[config.mk]
export PLATFORM = sky130hd
export DESIGN_NAME = ber_gpio_regfile
export DESIGN_NICKNAME = d
export VERILOG_FILES = /design/src/rtl/ber_gpio_regfile_pkg.sv /design/src/rtl/ber_gpio_regfile_rst_pulse_gen.sv /design/src/rtl/ber_gpio_regfile.sv
export SDC_FILE = /design/constraint.sdc
export NUM_CORES = 1
export LEC_CHECK = 0
export ABC_AREA = 1
export BUFFER_PORTS_ARGS = -buffer_cell sky130_fd_sc_hd__buf_2
export CAP_MARGIN = 20
export CELL_PAD_IN_SITES_DETAIL_PLACEMENT = 1
export CELL_PAD_IN_SITES_GLOBAL_PLACEMENT = 1
export CORE_MARGIN = 8
export CORE_UTILIZATION = 41
export CTS_CLUSTER_DIAMETER = 200
export CTS_CLUSTER_SIZE = 25
export DETAILED_ROUTE_END_ITERATION = 6
export PLACE_DENSITY = 0.89
export SLEW_MARGIN = 20
export SYNTH_ARGS = -nofsm -noshare
export SYNTH_HDL_FRONTEND = slang
export SYNTH_SLANG_ARGS = --single-unit
[constraint.sdc]
create_clock -name clock -period 2.4 [get_ports clock]
set_clock_uncertainty 0.2 [all_clocks]
set_input_delay 0.24 -clock clock [delete_from_list [all_inputs] [get_ports clock]]
set_output_delay 0.24 -clock clock [all_outputs]
set_load 0.05 [all_outputs]
[src/rtl/ber_gpio_regfile_pkg.sv]
// Shared definitions for the GPIO register file: command field positions,
// opcodes, fixed read-back words and the command FSM state encoding.
package ber_gpio_regfile_pkg;

  localparam int STRB_BIT = 23;
  localparam int OPC_MSB  = 31;
  localparam int OPC_LSB  = 24;

  localparam logic [7:0] OP_SET_CTRL = 8'h01;
  localparam logic [7:0] OP_SNAPSHOT = 8'h02;
  localparam logic [7:0] OP_READ     = 8'h03;
  localparam logic [7:0] OP_STATUS   = 8'h04;

  localparam logic [31:0] DATA_SNAP_DONE = 32'h0000_0001;
  localparam logic [31:0] DATA_BAD_OP    = 32'hFFFF_FFFF;

  typedef enum logic [1:0] {
    ST_IDLE = 2'd0,
    ST_EXEC = 2'd1,
    ST_ACK  = 2'd2
  } state_t;

endpackage

[src/rtl/ber_gpio_regfile_rst_pulse_gen.sv]
// Loadable down-counter that holds the datapath soft reset low for
// RST_CYCLES clocks after each load; a load while counting restarts it.
module rst_pulse_gen #(
  parameter int RST_CYCLES = 16
) (
  input  logic clock,
  input  logic i_reset,
  input  logic i_load,
  output logic o_tx_reset_n,
  output logic o_busy
);

  localparam int CNT_W = $clog2(RST_CYCLES + 1);

  logic [CNT_W-1:0] cnt_q;
  logic [CNT_W-1:0] cnt_d;

  // Next count: reload has priority, otherwise count down to zero and stop.
  always_comb begin
    cnt_d = cnt_q;
    if (i_load) begin
      cnt_d = CNT_W'(RST_CYCLES);
    end else if (cnt_q != '0) begin
      cnt_d = cnt_q - CNT_W'(1);
    end
  end

  // Counter register, cleared by the hard reset so the datapath runs.
  always_ff @(posedge clock or negedge i_reset) begin
    if (!i_reset) begin
      cnt_q <= '0;
    end else begin
      cnt_q <= cnt_d;
    end
  end

  assign o_busy       = (cnt_q != '0);
  assign o_tx_reset_n = ~o_busy;

endmodule

[src/rtl/ber_gpio_regfile.sv]
// GPIO command bridge for the TX/BER datapath: decodes strobed commands,
// drives switches and soft reset, and reads back an atomic snapshot of the
// four 64-bit BER counters one 32-bit word at a time.
module ber_gpio_regfile #(
  parameter int NB_GPIO    = 32,
  parameter int NB_CNT     = 64,
  parameter int RST_CYCLES = 16
) (
  input  logic               clock,
  input  logic               i_reset,
  input  logic [NB_GPIO-1:0] i_gpio_cmd,
  output logic [NB_GPIO-1:0] o_gpio_data,
  output logic               o_ack,
  input  logic [NB_CNT-1:0]  i_err_i,
  input  logic [NB_CNT-1:0]  i_err_q,
  input  logic [NB_CNT-1:0]  i_bits_i,
  input  logic [NB_CNT-1:0]  i_bits_q,
  input  logic [3:0]         i_led,
  output logic [3:0]         o_sw,
  output logic               o_tx_reset_n
);

  import ber_gpio_regfile_pkg::*;

  state_t             state_q, state_d;
  logic               strb_q, strb_d;
  logic [7:0]         opc_q, opc_d;
  logic [4:0]         pay_q, pay_d;
  logic [NB_GPIO-1:0] data_q, data_d;
  logic               ack_q, ack_d;
  logic [3:0]         sw_q, sw_d;
  logic [NB_CNT-1:0]  snap_err_i_q, snap_err_i_d;
  logic [NB_CNT-1:0]  snap_err_q_q, snap_err_q_d;
  logic [NB_CNT-1:0]  snap_bits_i_q, snap_bits_i_d;
  logic [NB_CNT-1:0]  snap_bits_q_q, snap_bits_q_d;

  logic               strobe;
  logic               rise;
  logic               rst_load;
  logic               rst_busy;
  logic [NB_GPIO-1:0] read_word;
  logic               unused_cmd;

  // Only payload[4:0] carries meaning for any opcode; the rest is don't-care.
  assign unused_cmd = ^i_gpio_cmd[STRB_BIT-1:5];

  assign strobe = i_gpio_cmd[STRB_BIT];
  assign rise   = strobe & ~strb_q;

  rst_pulse_gen #(
    .RST_CYCLES (RST_CYCLES)
  ) u_rst_pulse (
    .clock        (clock),
    .i_reset      (i_reset),
    .i_load       (rst_load),
    .o_tx_reset_n (o_tx_reset_n),
    .o_busy       (rst_busy)
  );

  // Word select into the held snapshot; the live counters are never read here.
  always_comb begin
    read_word = '0;
    case (pay_q[2:0])
      3'd0:    read_word = snap_err_i_q[NB_GPIO-1:0];
      3'd1:    read_word = snap_err_i_q[2*NB_GPIO-1:NB_GPIO];
      3'd2:    read_word = snap_err_q_q[NB_GPIO-1:0];
      3'd3:    read_word = snap_err_q_q[2*NB_GPIO-1:NB_GPIO];
      3'd4:    read_word = snap_bits_i_q[NB_GPIO-1:0];
      3'd5:    read_word = snap_bits_i_q[2*NB_GPIO-1:NB_GPIO];
      3'd6:    read_word = snap_bits_q_q[NB_GPIO-1:0];
      default: read_word = snap_bits_q_q[2*NB_GPIO-1:NB_GPIO];
    endcase
  end

  // Command FSM: accept a strobe rise in IDLE, execute for one cycle, then
  // hold the acknowledge until the host drops the strobe.
  always_comb begin
    state_d       = state_q;
    strb_d        = strobe;
    opc_d         = opc_q;
    pay_d         = pay_q;
    data_d        = data_q;
    ack_d         = ack_q;
    sw_d          = sw_q;
    snap_err_i_d  = snap_err_i_q;
    snap_err_q_d  = snap_err_q_q;
    snap_bits_i_d = snap_bits_i_q;
    snap_bits_q_d = snap_bits_q_q;
    rst_load      = 1'b0;
    case (state_q)
      ST_IDLE: begin
        if (rise) begin
          opc_d   = i_gpio_cmd[OPC_MSB:OPC_LSB];
          pay_d   = i_gpio_cmd[4:0];
          state_d = ST_EXEC;
        end
      end
      ST_EXEC: begin
        state_d = ST_ACK;
        ack_d   = 1'b1;
        case (opc_q)
          OP_SET_CTRL: begin
            sw_d     = pay_q[3:0];
            rst_load = pay_q[4];
            data_d   = NB_GPIO'(pay_q[3:0]);
          end
          OP_SNAPSHOT: begin
            snap_err_i_d  = i_err_i;
            snap_err_q_d  = i_err_q;
            snap_bits_i_d = i_bits_i;
            snap_bits_q_d = i_bits_q;
            data_d        = DATA_SNAP_DONE;
          end
          OP_READ:   data_d = read_word;
          OP_STATUS: data_d = NB_GPIO'({rst_busy, i_led, sw_q});
          default:   data_d = DATA_BAD_OP;
        endcase
      end
      ST_ACK: begin
        if (!strobe) begin
          state_d = ST_IDLE;
          ack_d   = 1'b0;
        end
      end
      default: begin
        state_d = ST_IDLE;
        ack_d   = 1'b0;
      end
    endcase
  end

  // State, command latch, outputs and snapshot; all cleared by hard reset.
  always_ff @(posedge clock or negedge i_reset) begin
    if (!i_reset) begin
      state_q       <= ST_IDLE;
      strb_q        <= 1'b0;
      opc_q         <= '0;
      pay_q         <= '0;
      data_q        <= '0;
      ack_q         <= 1'b0;
      sw_q          <= '0;
      snap_err_i_q  <= '0;
      snap_err_q_q  <= '0;
      snap_bits_i_q <= '0;
      snap_bits_q_q <= '0;
    end else begin
      state_q       <= state_d;
      strb_q        <= strb_d;
      opc_q         <= opc_d;
      pay_q         <= pay_d;
      data_q        <= data_d;
      ack_q         <= ack_d;
      sw_q          <= sw_d;
      snap_err_i_q  <= snap_err_i_d;
      snap_err_q_q  <= snap_err_q_d;
      snap_bits_i_q <= snap_bits_i_d;
      snap_bits_q_q <= snap_bits_q_d;
    end
  end

  assign o_gpio_data = data_q;
  assign o_ack       = ack_q;
  assign o_sw        = sw_q;

endmodule

==> results of run 1 <==
==> metrics by stage <==
step	std cells	hold WS (ns)	total power, W	utilization [%]
5_1_grt	2591	0.1285	0.01553	56.49
3_5_place_dp	2278	0.04537	0.01096	47.37
6_report	2592	0.06317	0.01500	56.50
2_1_floorplan	1530	-0.2556	0.009214	-
3_3_place_gp	2278	0.03641	0.01069	47.37
4_1_cts	2572	0.09352	0.01437	56.19
==> cell usage after synthesis <==
library cell               instances
sky130_fd_sc_hd__nand2_1         207
sky130_fd_sc_hd__a21oi_2         100
sky130_fd_sc_hd__mux2_4           70
sky130_fd_sc_hd__or2_2             1
sky130_fd_sc_hd__buf_6            19
sky130_fd_sc_hd__a21oi_1          60
sky130_fd_sc_hd__clkbuf_1         25
sky130_fd_sc_hd__nor2_2            6
sky130_fd_sc_hd__buf_1             2
sky130_fd_sc_hd__nor2_1          272
sky130_fd_sc_hd__nand3_1          50
sky130_fd_sc_hd__nor2_4            1
sky130_fd_sc_hd__dfrtp_1         314
sky130_fd_sc_hd__nor3_1            2
sky130_fd_sc_hd__ha_1              2
sky130_fd_sc_hd__inv_2             6
sky130_fd_sc_hd__nor3_2            1
sky130_fd_sc_hd__buf_4             4
sky130_fd_sc_hd__mux2_2           81
sky130_fd_sc_hd__nand3_4           1
sky130_fd_sc_hd__buf_2            31
sky130_fd_sc_hd__xor2_1            3
sky130_fd_sc_hd__o21ai_1          13
sky130_fd_sc_hd__nand2_4           1
sky130_fd_sc_hd__inv_1           133
sky130_fd_sc_hd__nand3_2           3
sky130_fd_sc_hd__o21ai_0          94
sky130_fd_sc_hd__nand4_1          27
sky130_fd_sc_hd__nand2_2           1
==> cells by family after synthesis <==
group	share of synthesized area [%]
AOI/OAI and AO/OA	11.44
adders and majority gates	0.1672
DFF	52.51
xor gates and xnor gates	0.1756
and+or+nand+nor	15.75
buffers and inverters	6.832
muxes	13.12
==> registers in the layout (all words and copies together), names as in the netlist <==
signal / cells
snap_bits_i_q: 64
snap_err_i_q: 64
o_sw: 4
snap_err_q_q: 64
state_q: 2
snap_bits_q_q: 64
pay_q: 5
o_ack: 1
strb_q: 1
opc_q: 8
o_gpio_data: 32
u_rst_pulse.cnt_q: 5
==> per-layer routing <==
layer | vias up | part of all wire (%) | global-route usage [%]
met5 | - | 0.018 | 0
li1 | 6113 | - | -
met4 | 2 | 6.6 | 18.71
met2 | 833 | 51 | 57.59
met1 | 7306 | 36 | 35.40
met3 | 309 | 6.4 | 6.039
==> critical path, stage by stage (launching register included) <==
cell                      delay, ns
sky130_fd_sc_hd__dfrtp_2       0.48
sky130_fd_sc_hd__inv_2         0.12
sky130_fd_sc_hd__buf_4         0.33
sky130_fd_sc_hd__nor2_2        0.08
sky130_fd_sc_hd__inv_1         0.34
sky130_fd_sc_hd__o21ai_0       0.18
sky130_fd_sc_hd__a21oi_1       0.27
sky130_fd_sc_hd__nor2_1        0.10
sky130_fd_sc_hd__nor2_1        0.11
==> power by group through the flow <==
stage | Sequential, W | Combinational [W] | Clock, W
final | 0.00668 | 0.00517 | 0.00314
after floorplan | 0.00703 | 0.00218 | 0
after CTS | 0.00653 | 0.00471 | 0.00312
after detailed placement | 0.00664 | 0.00431 | 0
after global placement | 0.00657 | 0.00412 | 0
after global routing | 0.00673 | 0.00548 | 0.00332
==> layout make-up <==
cell class	instances	area (µm²)
sequential	314	7860
fill	4038	15770
antenna	16	40.04
tap	468	585.6
inverter	139	526.8
multi-input combinational	996	6120
clock buffer	18	429.2
timing repair buffer	640	4908
clock inverter	1	16.27
==> worst max-delay path by stage <==
stage / from / to / depth (start not counted)
6_report: pay_q[2] / o_gpio_data[5] / 8
5_1_grt: u_rst_pulse.cnt_q[0] / o_tx_reset_n / 7
4_1_cts: pay_q[0] / o_gpio_data[30] / 8
3_5_place_dp: pay_q[0] / o_gpio_data[12] / 7
3_3_place_gp: pay_q[0] / o_gpio_data[27] / 8
2_1_floorplan: opc_q[3] / snap_err_i_q[0] / 7
==> what timing repair did <==
item,in CTS,in global routing
resized for setup,0,14
setup buffers,0,4
endpoints found under the setup margin,0,20
hold endpoints to repair,564,0
hold buffers,275,0
==> impl_results.rst, run 1 <==
.. list-table::
   :header-rows: 1

   * - Metric
     - Value
   * - Status
     - complete, no violations
   * - Worst-Margin Slew
     - 0.6123 ns
   * - Clock Pin Slew Worst Setup and Hold Paths
     - 0.11 ns
   * - Reported max-cap violation count
     - 0
   * - Total negative slack
     - 0 ns
   * - Share of post-route cells with drive strength above 1
     - 31.31%
   * - Worst slew margin
     - 59.18%
   * - Crit Reg-Reg Startpoint
     - pay_q[2]
   * - Worst min-delay path category
     - input port to asynchronous set/reset pin
   * - Worst reg2reg path depth
     - 8
   * - Synth warnings
     - 0
   * - Die outline area
     - 42,860 µm²
   * - # rows
     - 70
   * - Core outline area
     - 36,260 µm²
   * - Maximum number of pins on one net before global-route repair
     - 83
   * - Detailed-route DRC error count
     - 0
   * - Most frequent cells in the layout
     - sky130_fd_sc_hd__dfrtp_1, sky130_fd_sc_hd__buf_2, sky130_fd_sc_hd__dlygate4sd3_1
   * - Crit Path Category
     - register to register
   * - Combinational share of power
     - 34.5%
   * - Clock Tree Root
     - sky130_fd_sc_hd__clkbuf_16
   * - Count of state elements after synthesis
     - 314
   * - Total overflow reported by the global router
     - 0
   * - Initial core utilization
     - 41.27%
   * - Share of total power in sequential cells
     - 44.6%
   * - Setup slack after layout
     - 0.08560 ns
   * - Portion of total power attributed to the clock network
     - 20.9%
   * - Psw
     - 0.005854 W
   * - Skew-Pair Late Insertion Delay
     - 0.53 ns
   * - Wire length of the first global-routing pass
     - 106.8 mm
   * - Total standard cell area after synthesis
     - 14,960 µm²
   * - Final Slew Violations
     - 0
   * - Reg-to-Reg End
     - o_gpio_data[5]
   * - Power density over cell area
     - 732.0 nW/µm²
   * - Yosys top cell area share
     - 52.51%
   * - Number of DRC markers in iteration 0
     - 1,210
   * - Arrival time at the worst endpoint
     - 2.57 ns
   * - Post-detail-place hpwl
     - 37.37 mm
   * - Clock tree from TritonCTS
     - done
   * - RSZ-0062 raised after global routing
     - no
   * - Final critical-path share of the clock period
     - 96.43%
   * - Area growth syn-to-layout
     - 36.91%
   * - VDD IR-drop max
     - 453.5 µV
   * - Post-detailed-routing wire length
     - 70.84 mm
   * - Setup WS pre-CTS
     - 0.07609 ns
   * - Via count of the first global-routing pass
     - 16,810
   * - Most common cell after layout, fill and taps aside
     - sky130_fd_sc_hd__dfrtp_1
   * - Count of input and output buffers
     - 313
   * - Cell area after placement
     - 17,180 µm²
   * - Critical path peak fanout
     - 19
   * - Net switching fraction of the power
     - 39.04%
   * - Initial antenna violation count
     - 17
   * - Number of placed I/O pins
     - 332
   * - Critical Path RT
     - 2.66 ns
   * - Clock tree sinks
     - 314
   * - Fin nets
     - 2,403
   * - Clk buf depth
     - 3
   * - Internal Pwr Total
     - 0.009141 W
   * - Crit path time final
     - 2.314 ns
   * - Endpoint kind of the worst setup timing path
     - register
   * - Final count of hold timing violations
     - 0
   * - Width of the chip
     - 207.0 µm
   * - Per-instance average area after synthesis
     - 9.780 µm²
   * - Launching element type of the critical path
     - register
   * - Routability congestion estimate from global placement
     - 0.8547
   * - Routed vias/inst
     - 5.618
   * - Synth top area cells
     - sky130_fd_sc_hd__dfrtp_1, sky130_fd_sc_hd__mux2_4, sky130_fd_sc_hd__nor2_1, sky130_fd_sc_hd__mux2_2, sky130_fd_sc_hd__a21oi_2
   * - Count of vias placed by the detailed router
     - 14,560
   * - Count of final setup violators
     - 0
   * - Maximum clock rate
     - 0.4321 GHz
   * - Syn nets
     - 1,826
   * - Leading area contributor after synthesis
     - sky130_fd_sc_hd__dfrtp_1
   * - Synthesized instance count
     - 1,530
   * - Number of buffers inserted during clock tree synthesis
     - 16
   * - Overall track demand over capacity in global routing
     - 32.19%
   * - Total leakage power
     - 9.931 nW
   * - Number of detailed-route iterations in the first pass
     - 5
   * - H-tree levels
     - 1
   * - Die H
     - 207.0 µm
   * - Layout Cell Area excl Fill
     - 20,490 µm²
   * - Proportion of synthesized chip area in sequential cells
     - 52.51%
   * - Drt wl/cell
     - 27.33 µm
   * - Setup slack on the worst flop-to-flop path
     - 0.09 ns
   * - Number of unique standard cell types used by synthesis
     - 29
   * - Number of nets with antenna violations after detailed routing
     - 0
Power figures use the tool's default switching activity.
==> inputs of run 2 (changes only) <==
Settings changed: CORE_UTILIZATION 41 to 42, PLACE_DENSITY 0.89 to 0.91.
==> run 2 against run 1 <==
Against the previous run:
- the flow now finishes with violations (negative setup slack)
- routed wire length grew 4.6%
- setup slack lost 0.15 ns
- core utilization grew 1.7 points
==> impl_results.rst, run 2 (same netlist as run 1, synthesis figures left out) <==
.. list-table::
   :header-rows: 1

   * - Metric
     - Value
   * - Status
     - finished with violations (was complete, no violations)
   * - Failing checks
     - negative setup slack
   * - Die outline area
     - 41,920 µm² (was 42,860 µm²)
   * - Count of vias placed by the detailed router
     - 14,910 (was 14,560)
   * - Skew-Pair Late Insertion Delay
     - 0.52 ns (was 0.53 ns)
   * - Share of post-route cells with drive strength above 1
     - 31.60% (was 31.31%)
   * - Worst slew margin
     - 49.13% (was 59.18%)
   * - Maximum number of pins on one net before global-route repair
     - 65 (was 83)
   * - Number of placed I/O pins
     - 332 (unchanged)
   * - Via count of the first global-routing pass
     - 16,940 (was 16,810)
   * - Routed vias/inst
     - 5.759 (was 5.618)
   * - Final count of hold timing violations
     - 0 (unchanged)
   * - Psw
     - 0.006054 W (was 0.005854 W)
   * - Net switching fraction of the power
     - 39.83% (was 39.04%)
   * - Power density over cell area
     - 739.4 nW/µm² (was 732.0 nW/µm²)
   * - Die H
     - 204.8 µm (was 207.0 µm)
   * - H-tree levels
     - 1 (unchanged)
   * - Number of detailed-route iterations in the first pass
     - 5 (unchanged)
   * - Core outline area
     - 35,310 µm² (was 36,260 µm²)
   * - Combinational share of power
     - 34.9% (was 34.5%)
   * - Overall track demand over capacity in global routing
     - 34.32% (was 32.19%)
   * - Count of final setup violators
     - 1 (was 0)
   * - Count of input and output buffers
     - 313 (unchanged)
   * - Worst-Margin Slew
     - 0.7551 ns (was 0.6123 ns)
   * - Share of total power in sequential cells
     - 44.3% (was 44.6%)
   * - Portion of total power attributed to the clock network
     - 20.8% (was 20.9%)
   * - Launching element type of the critical path
     - register (unchanged)
   * - Post-detail-place hpwl
     - 38.74 mm (was 37.37 mm)
   * - Fin nets
     - 2,406 (was 2,403)
   * - Setup slack after layout
     - -0.06237 ns (was 0.08560 ns)
   * - Final critical-path share of the clock period
     - 102.6% (was 96.43%)
   * - Clock tree sinks
     - 314 (unchanged)
   * - Worst min-delay path category
     - input port to asynchronous set/reset pin (unchanged)
   * - Number of DRC markers in iteration 0
     - 1,437 (was 1,210)
   * - # rows
     - 69 (was 70)
   * - Total negative slack
     - -0.06237 ns (was 0 ns)
   * - Drt wl/cell
     - 28.65 µm (was 27.33 µm)
   * - Critical path peak fanout
     - 10 (was 19)
   * - Filler cells
     - 3,926 (was 4,038)
   * - Clock Pin Slew Worst Setup and Hold Paths
     - 0.11 ns (about the same)
   * - Area growth syn-to-layout
     - 37.36% (was 36.91%)
   * - Maximum clock rate
     - 0.4061 GHz (was 0.4321 GHz)
   * - Most frequent cells in the layout
     - sky130_fd_sc_hd__buf_2, sky130_fd_sc_hd__dfrtp_1, sky130_fd_sc_hd__dlygate4sd3_1 (was sky130_fd_sc_hd__dfrtp_1, sky130_fd_sc_hd__buf_2, sky130_fd_sc_hd__dlygate4sd3_1)
   * - Post-detailed-routing wire length
     - 74.13 mm (was 70.84 mm)
   * - Number of nets with antenna violations after detailed routing
     - 0 (unchanged)
   * - Endpoint kind of the worst setup timing path
     - register (unchanged)
   * - Critical Path RT
     - 2.64 ns (was 2.66 ns)
   * - Wire length of the first global-routing pass
     - 108.9 mm (was 106.8 mm)
   * - Clk buf depth
     - 3 (unchanged)
   * - Crit Path Category
     - register to register (unchanged)
   * - Initial core utilization
     - 42.38% (was 41.27%)
   * - Internal Pwr Total
     - 0.009144 W (was 0.009141 W)
   * - Reported max-cap violation count
     - 0 (unchanged)
   * - Total overflow reported by the global router
     - 0 (unchanged)
   * - Clock Tree Root
     - sky130_fd_sc_hd__clkbuf_16 (unchanged)
   * - Initial antenna violation count
     - 13 (was 17)
   * - Clock tree from TritonCTS
     - done (unchanged)
   * - Routability congestion estimate from global placement
     - 0.8402 (was 0.8547)
   * - Final Slew Violations
     - 0 (unchanged)
   * - Arrival time at the worst endpoint
     - 2.70 ns (was 2.57 ns)
   * - Total leakage power
     - 9.965 nW (was 9.931 nW)
   * - Number of standard cells in the final layout excluding fillers
     - 2,588 (was 2,592)
   * - VDD IR-drop max
     - 481.3 µV (was 453.5 µV)
   * - Number of buffers inserted during clock tree synthesis
     - 16 (unchanged)
   * - Number of cells after detailed placement
     - 2,270 (was 2,278)
   * - Detailed-route DRC error count
     - 0 (unchanged)
   * - Width of the chip
     - 204.8 µm (was 207.0 µm)
   * - Crit path time final
     - 2.462 ns (was 2.314 ns)
-- run 2: layout make-up --
type	instances	area (µm²)	area share (%)
antenna	16	40.04	0.1948
clock buffer	18	429.2	2.088
clock inverter	1	16.27	0.07914
inverter	139	534.3	2.599
multi-input combinational	997	6140	29.87
sequential	314	7861	38.25
tap	461	576.8	2.806
timing repair buffer	642	4956	24.11
-- run 2: metal layers --
metal / vias up / wire length, µm / GRT usage, % / share of wire, %
li1: 6114 / - / - / -
met4: 0 / 5409 / 20.57 / 7.3
met2: 1015 / 36950 / 59.87 / 50
met3: 330 / 5504 / 6.973 / 7.4
met5: - / 0 / 0 / 0
met1: 7446 / 26270 / 38.26 / 35
-- run 2: repair_timing --
action / in CTS / in global routing
hold buffers: 275 / 0
resized for setup: 0 / 30
hold endpoints to repair: 590 / 0
setup buffers: 0 / 5
endpoints found under the setup margin: 0 / 263
-- run 2: path summary, 6_finish.rpt --
kind                                   startpoint                 to  slack, ns  cells after the start
worst min-delay path                      i_reset    o_gpio_data[18]       0.09                      2
worst max register to register           pay_q[2]     o_gpio_data[5]      -0.06                      7
worst max-delay path                     pay_q[2]     o_gpio_data[5]      -0.06                      7
min in group clock                 i_gpio_cmd[23]             strb_q       0.21                      2
worst min register to register  snap_bits_i_q[14]  snap_bits_i_q[14]       0.32                      1
max in group asynchronous                 i_reset           pay_q[1]       1.15                      3
-- run 2: critical path, cell delays in order (launching register included) --
cell and delay (ns):
sky130_fd_sc_hd__dfrtp_2 0.51, sky130_fd_sc_hd__inv_2 0.17, sky130_fd_sc_hd__nand3_4 0.22, sky130_fd_sc_hd__o21ai_0 0.67, sky130_fd_sc_hd__nor2_1 0.11, sky130_fd_sc_hd__a21oi_1 0.30
sky130_fd_sc_hd__nor2_1 0.08, sky130_fd_sc_hd__nor2_1 0.11
-- run 2: power groups by stage --
stage / registers, W / logic (W) / clock network [W]
5_1_grt: 0.00676 / 0.00557 / 0.00334
4_1_cts: 0.00655 / 0.00471 / 0.00316
2_1_floorplan: 0.00703 / 0.00218 / 0
3_5_place_dp: 0.00665 / 0.00431 / 0
3_3_place_gp: 0.00657 / 0.00409 / 0
6_report: 0.00673 / 0.00530 / 0.00316
-- run 2: per-stage QoR --
stage	util [%]	hold WS [ns]	cell area (µm²)	worst slack [ns]	power, W
floorplan	-	-0.2556	14960	0.6622	0.009214
global placement	48.45	0.02025	17110	0.2037	0.01066
detailed placement	48.45	0.03634	17110	0.08023	0.01096
CTS	57.51	0.06134	20310	0.007924	0.01441
global route	58.18	0.1316	20540	-0.1739	0.01567
finish	58.21	0.09393	20550	-0.06237	0.01520
